$ cat config.mk
export PLATFORM = sky130hd
export DESIGN_NAME = instr_mem_sync
export DESIGN_NICKNAME = d
export VERILOG_FILES = /design/src/rtl/instr_mem_sync.sv
export SDC_FILE = /design/constraint.sdc
export NUM_CORES = 2
export LEC_CHECK = 0
export BUFFER_PORTS_ARGS = -buffer_cell sky130_fd_sc_hd__clkbuf_2
export CORE_ASPECT_RATIO = 1.25
export CORE_MARGIN = 2
export CORE_UTILIZATION = 54
export CTS_BUF_LIST = sky130_fd_sc_hd__clkbuf_4 sky130_fd_sc_hd__clkbuf_8
export CTS_CLUSTER_SIZE = 16
export DETAILED_ROUTE_END_ITERATION = 8
export PLACE_DENSITY_LB_ADDON = 0.15
export SYNTH_ARGS = -nofsm -noshare
export SYNTH_HDL_FRONTEND = slang
export SYNTH_SLANG_ARGS = --single-unit
$ cat constraint.sdc
create_clock -name clk -period 7.9 [get_ports clk]
set_input_delay 1.185 -clock clk [delete_from_list [all_inputs] [get_ports clk]]
set_output_delay 1.185 -clock clk [all_outputs]
set_load 0.02 [all_outputs]
$ cat src/rtl/instr_mem_sync.sv
// Purpose: writable instruction memory with a registered fetch port, a program-load port and a post-reset NOP fill.
// Latency: a fetch presented in cycle N shows up on Instr in cycle N+1; a write lands at the edge it is sampled on.
// Backpressure: stall freezes Instr/instr_valid/fault. Fetch and write are refused until the fill finishes (ready=1).
module instr_mem_sync #(
    parameter int                ADDR_W    = 32,
    parameter int                DATA_W    = 32,
    parameter int                DEPTH     = 64,
    parameter logic [DATA_W-1:0] INIT_WORD = '0
) (
    input  logic              clk,
    input  logic              rst,
    input  logic [ADDR_W-1:0] PC,
    input  logic              fetch_en,
    input  logic              stall,
    output logic [DATA_W-1:0] Instr,
    output logic              instr_valid,
    output logic              fault,
    output logic              ready,
    input  logic              wr_en,
    input  logic [ADDR_W-1:0] wr_addr,
    input  logic [DATA_W-1:0] wr_data,
    output logic              wr_err
);

    localparam int AW = $clog2(DEPTH);

    typedef enum logic {
        CLEAR = 1'b0,
        RUN   = 1'b1
    } state_t;

    state_t            state;
    state_t            state_nxt;
    logic [AW-1:0]     clr_idx;
    logic              clearing;
    logic [DATA_W-1:0] mem [DEPTH];

    logic              fetch_ok;
    logic              wr_ok;
    logic [AW-1:0]     fetch_idx;
    logic [AW-1:0]     wr_idx;

    // Word aligned, and every PC bit above the index field is zero (no aliasing).
    function automatic logic addr_ok(input logic [ADDR_W-1:0] a);
        return (a[1:0] == 2'b00) && ((a >> (AW + 2)) == '0);
    endfunction

    assign fetch_ok  = addr_ok(PC);
    assign wr_ok     = addr_ok(wr_addr);
    assign fetch_idx = PC[AW+1:2];
    assign wr_idx    = wr_addr[AW+1:2];

    // State register: reset always restarts the fill sequence.
    always_ff @(posedge clk) begin
        if (rst) begin
            state <= CLEAR;
        end else begin
            state <= state_nxt;
        end
    end

    // Next state: leave CLEAR once the last word has been filled.
    always_comb begin
        state_nxt = state;
        case (state)
            CLEAR:   if (clr_idx == AW'(DEPTH - 1)) state_nxt = RUN;
            RUN:     state_nxt = RUN;
            default: state_nxt = CLEAR;
        endcase
    end

    // State decode: ready follows the register, so it rises the cycle after the last fill write.
    always_comb begin
        clearing = (state == CLEAR);
        ready    = (state == RUN);
    end

    // Fill pointer: walks every word once per reset.
    always_ff @(posedge clk) begin
        if (rst) begin
            clr_idx <= '0;
        end else if (clearing) begin
            clr_idx <= clr_idx + AW'(1);
        end
    end

    // Memory array: the fill owns the write port during CLEAR, the load port owns it during RUN; no write while rst is high.
    always_ff @(posedge clk) begin
        if (!rst) begin
            if (clearing) begin
                mem[clr_idx] <= INIT_WORD;
            end else if (wr_en && wr_ok) begin
                mem[wr_idx] <= wr_data;
            end
        end
    end

    // Fetch register: the array is read with its pre-edge contents, so a same-word write is read-first.
    always_ff @(posedge clk) begin
        if (rst || clearing) begin
            Instr       <= '0;
            instr_valid <= 1'b0;
            fault       <= 1'b0;
        end else if (!stall) begin
            if (!fetch_en) begin
                Instr       <= '0;
                instr_valid <= 1'b0;
                fault       <= 1'b0;
            end else if (fetch_ok) begin
                Instr       <= mem[fetch_idx];
                instr_valid <= 1'b1;
                fault       <= 1'b0;
            end else begin
                Instr       <= '0;
                instr_valid <= 1'b1;
                fault       <= 1'b1;
            end
        end
    end

    // Write error flag: one-cycle registered pulse for a refused write (during fill or to a bad address).
    always_ff @(posedge clk) begin
        if (rst) begin
            wr_err <= 1'b0;
        end else begin
            wr_err <= wr_en && (clearing || !wr_ok);
        end
    end

endmodule

; After elaboration in Yosys (flattened, before gate mapping)
; Memories as Yosys holds them, arrays and structs flattened.
; Cells that the tools add are included.
[totals]
register_bits = 42
ramBits = 2048
input_bits = 101
output_inout_bits = 36
wordCells = 39
n_memories = 1
[mem_list]
columns = name, words, word_bits, read_ports, rd_clocked_by_memory_dff, wr, line_no
row1 = mem, 64, 32, 1, 0, 1, 36  ; logic [DATA_W-1:0] mem [DEPTH];
[classes]
addsub = 1
n_eq_ne = 1
muxes = 17
bitwise = 1
n_reduce_logical = 12
[op_table]
columns = operator, n
row1 = 32-bit 2-to-1 mux, 3
row2 = 32-bit logical NOT, 2
row3 = 32-bit OR reduction, 1
row4 = 1-bit 2-to-1 mux, 12
row5 = 6-bit by 1-bit adder with 6-bit output (second input constant), 1
row6 = 6-bit equality test (second input constant), 1
row7 = 6-bit 2-to-1 mux, 1
row8 = 1-bit logical AND, 4
row9 = 2-bit logical NOT, 2
row10 = 1-bit logical OR, 2
row11 = 1-bit one-hot mux with 2 select lines, 1
row12 = 1-bit logical NOT, 1
row13 = 1-bit NOT, 1

; Logic depth before layout (Yosys ltp)
[depth]
word_depth = 9
depth_mapped = 9
mapped_depth_nobuf = 5

; Worst setup path before layout
; Ideal clock, no wire load.
[synth_timing]
path_type = input to register
start = input port wr_addr[9]
end = memory mem[14][0], enable pin
setup_time_ns = 0.501
arrival_time_ns = 5.707
required_time_ns = 7.399
slack_ns = 1.692
path_stages = 7
cell_sequence = nor4_2 > and4_1 > buf_4 > nand4_2 > and2_1 > buf_2 > nor4_1
[synth_between]
elab_chain_len = 9
elab_cells_between_ends = 10
classes_between = 6 x mux / 4 x reduce/logical
[synth_rtl]
columns = element, line_no
row1 = "start, declared", 20  ; input logic [ADDR_W-1:0] wr_addr,
row2 = 32-bit logical NOT (*), 45  ; return (a[1:0] == 2'b00) && ((a >> (AW + 2)) == '0);
row3 = 1-bit logical AND (*), 45
row4 = 1-bit logical AND (*), 92  ; end else if (wr_en && wr_ok) begin
row5 = 1-bit 2-to-1 mux (*), 92
row6 = 1-bit 2-to-1 mux (*), 90  ; if (clearing) begin
row7 = 1-bit 2-to-1 mux (*), 89  ; if (!rst) begin
row8 = 1-bit 2-to-1 mux (implied by the code) (*), 93  ; mem[wr_idx] <= wr_data;
row9 = 32-bit OR reduction (no source line), --
row10 = 6-bit 2-to-1 mux (no source line) / 1-bit 2-to-1 mux (equally long branches), --
row11 = "end, declared", 36
; Every way passes the cells marked *; elsewhere a longest branch is shown, timed or not.

; Worst setup path after layout
[layout_timing]
start = register state, in the netlist ready
end = memory mem[1][14], enable pin
[layout_between]
elab_chain_len = 5
elab_cells_between_ends = 9
classes_between = 8 x mux / 1 x reduce/logical
[layout_rtl]
columns = element, line_no
row1 = "start, declared", 32  ; state_t state;
row2 = "start signal, assigned", 58  ; state <= state_nxt;
row3 = 1-bit 2-to-1 mux, 90
row4 = 1-bit 2-to-1 mux, 89
row5 = 1-bit 2-to-1 mux (implied by the code), 93
row6 = 32-bit OR reduction (no source line), --
row7 = 6-bit 2-to-1 mux (no source line) / 1-bit 2-to-1 mux (equally long branches), --
; Several ways; a longest one is shown, not always the timed one.

==> results by group <==
Run status
  – Outcome: finished clean

Global route
  – Global route overflow: 0
  – Vias in the first global route: 41.7k
  – Total track usage: 27.2%
  – Antenna violations before repair: 4
  – Largest net degree at the start of global routing: about 120
  – First-pass GRT wire length: around 290000 um

Timing
  – Setup TNS: 0 ns
  – FMAX: 235 MHz
  – Slew margin rel.: under 10%
  – RSZ-0062 raised after global routing: false
  – Layout Skew: 0.0499 ns
  – Part of the cycle the worst path needs: a little over half
  – Final setup margin: 3.65 ns
  – Final setup vio count: 0
  – Slew at the pin with the worst max-slew slack: 1.35 ns
  – Fin crit period: 4.25 ns
  – Hold Fails Final Rpt: 0
  – Fin. max-slew vios: 0

Min path
  – Min-delay worst type: reg2reg

Detailed routing
  – DR pass1 iterations: 6
  – Drt drc: 0
  – Number of DRC markers in iteration 0: about 4.7k
  – ANT nets after route: 0
  – WL final: about 210000 um
  – Via count: a little over 40k
  – Vias per Instance: 6.35
  – Wire per inst: roughly 32 um

Finish
  – Final net count: roughly 4.4k
  – Area Growth Syn to Fin: 11.9%
  – Final Util: 61.0%
  – Fraction of layout cells with a size suffix above 1: 27.7%
  – Final std cells w/o fill: 6525

Synth
  – Synth cell types: 71
  – Netlist Area Pre-Place: 80900 sq um
  – Top_reg_cell synth: edfxtp_1
  – Syn Inst Count: 3940
  – Synthesis Warnings: 0
  – Flop and latch count out of synthesis: 2090
  – Async SR Flop Fraction: 0%
  – Post-synth EDFFs: 2048
  – Mapped Nets: 4042
  – Register area share after synthesis: 77.1%
  – Post-synthesis average cell area: 20.5 sq um

Floorplan
  – FP Rows: 158
  – Die Area: 153000 sq um
  – Chip Width: around 350 um
  – Die Y: 437 um
  – Initial Util: between 50% and 60%
  – Core area: approximately 150000 sq um
  – IO Count: 137

Worst setup path
  – Worst setup SP type: flop
  – Worst Path Required: between 8 and 9 ns
  – Max incr delay on CP: 1.13 ns
  – Crit Path Category: reg2reg
  – Worst-path maximum fanout: 21
  – Critical path cell sequence: nor4b_4, and4_1, a41o_1, nand3_1, nor3_2, buf_4
  – Endpoint class of the critical path: flop
  – Worst Path Buf+Inv: 1
  – Arrival time worst endpoint: slightly below 5 ns
  – CP max-delay cell: nor3_2
  – CP delay by family, top: simple AND/OR/NAND/NOR gates

Power
  – Power per cell area: between 200 and 250 nW/um^2
  – Max IR drop VDD: 193 uV
  – LEAKAGE: 25.1 nW

Clock network
  – Clk root buf: clkbuf_8
  – CTS Buf Count: 318
  – Post-CTS resize count: 0
  – Sink Count: 2090
  – TritonCTS clock tree: yes
  – H-tree Lvls: 5
  – CTS max path bufs: 4
  – Reg clk slew, reported paths: roughly 0.060 ns
  – # hold bufs at CTS: 0
  – Clk_lat worst skew: around 1.0 ns
  – # Post-CTS Setup Buffers: 0

Placement
  – IO Port Bufs: between 100 and 150
  – DP Cell Count: 5989
  – DP HPWL: approximately 110000 um
  – Pre-CTS setup slack: 2.80 ns
  – RePlAce Congestion: about 0.81

Flow run
  – Max_cap viols: 0
==> layer usage <==
metal	track usage, %	vias to the layer above	routed length [um]
met5	0	-	0
met2	45.2	1913	105000
met4	8.19	0	5460
li1	-	17264	-
met1	36.6	21906	80300
met3	5.18	350	15600
==> sequential cells by signal, indices dropped and copies added, names as in the netlist <==
signal / cells
mem: 2048
clr_idx: 6
fault: 1
ready: 1
Instr: 32
wr_err: 1
instr_valid: 1
==> cells in the mapped netlist (all sizes together), types with 4 or more instances <==
cell type | number | share of area [%]
a2111oi | 5 | 0.054
a211o | 9 | 0.11
a211oi | 24 | 0.22
a21oi | 98 | 0.61
a22o | 9 | 0.099
a22oi | 190 | 1.8
a311oi | 5 | 0.054
a31oi | 5 | 0.039
a32o | 19 | 0.24
a32oi | 4 | 0.053
and2 | 35 | 0.27
and3 | 5 | 0.039
and4 | 4 | 0.043
buf | 149 | 1.0
clkbuf | 88 | 0.41
dfxtp | 42 | 1.0
edfxtp | 2048 | 76
mux2 | 31 | 0.43
mux2i | 412 | 5.1
mux4 | 317 | 8.8
nand2 | 87 | 0.40
nand2b | 9 | 0.070
nand3 | 46 | 0.30
nand4 | 33 | 0.32
nor2 | 26 | 0.13
nor2b | 20 | 0.15
nor3 | 38 | 0.30
nor4 | 43 | 0.46
o2111ai | 4 | 0.065
o211ai | 11 | 0.13
o21ai | 17 | 0.12
o22a | 8 | 0.087
o22ai | 32 | 0.25
o31ai | 13 | 0.17
o41ai | 25 | 0.29
xnor2 | 4 | 0.043
==> where the power goes <==
group / internal, mW / switching (mW) / leakage [nW]
Sequential: 12.0 / 0.0111 / 14.9
Clock: 4.47 / 3.94 / 3.13
Combinational: 0.220 / 0.419 / 7.02
==> placed cells by master (no fill, tap or decap), types with 29 or more instances in the layout <==
cell / instances
mux2i_1: 412
nand4_1: 29
mux4_2: 317
dfxtp_1: 42
edfxtp_1: 2048
clkbuf_8: 333
mux2_2: 31
a22oi_1: 190
and2_2: 32
buf_4: 142
a21oi_1: 98
o22ai_1: 32
nand2_1: 87
clkbuf_2: 132
clkinv_1: 56
nand3_1: 44
clkbuf_4: 114
==> kinds of logic after synthesis <==
group	share of synthesized area (%)
AO/OA/AOI/OAI	4.46
buffers and inverters	1.46
multiplexers	14.4
adder cells (fa/ha/maj)	0.0155
AND/OR/NAND/NOR	2.61
flip-flops	77.1
XOR/XNOR	0.0433
==> tightest hold or removal path, stage by stage, from the launching register on <==
cell and delay, ns:
dfxtp_1 0.31, nand2_1 0.05, a21oi_1 0.05
==> final timing paths <==
path,slack (ns),startpoint,end,cells past startpoint
worst min register to register,0.47,fault$_SDFFE_PP0N_,fault$_SDFFE_PP0N_,2
worst max-delay path,3.65,ready$_SDFF_PP0_,mem[1][14]$_DFFE_PP_,6
worst min-delay path,0.47,fault$_SDFFE_PP0N_,fault$_SDFFE_PP0N_,2
worst max register to register,3.65,ready$_SDFF_PP0_,mem[1][14]$_DFFE_PP_,6
==> stage by stage <==
step	cell area (sq um)	hold slack (ns)	power, mW
2_1_floorplan	80900	0.505	12.7
3_3_place_gp	84600	0.441	12.9
3_5_place_dp	84700	0.451	12.9
4_1_cts	90500	0.408	21.2
5_1_grt	90500	0.459	21.7
6_report	90500	0.466	21.1
==> layout make-up <==
type / count / area, sq um
Antenna cell: 1 / 2.50
Clock buffer: 447 / 5440
Clock inverter: 87 / 430
Fill cell: 10498 / 57900
Inverter: 3 / 11.3
Multi-Input combinational cell: 1610 / 17900
Sequential cell: 2090 / 62300
Tap cell: 2000 / 2500
Timing Repair Buffer: 287 / 1920
Power figures use the tool's default switching activity.
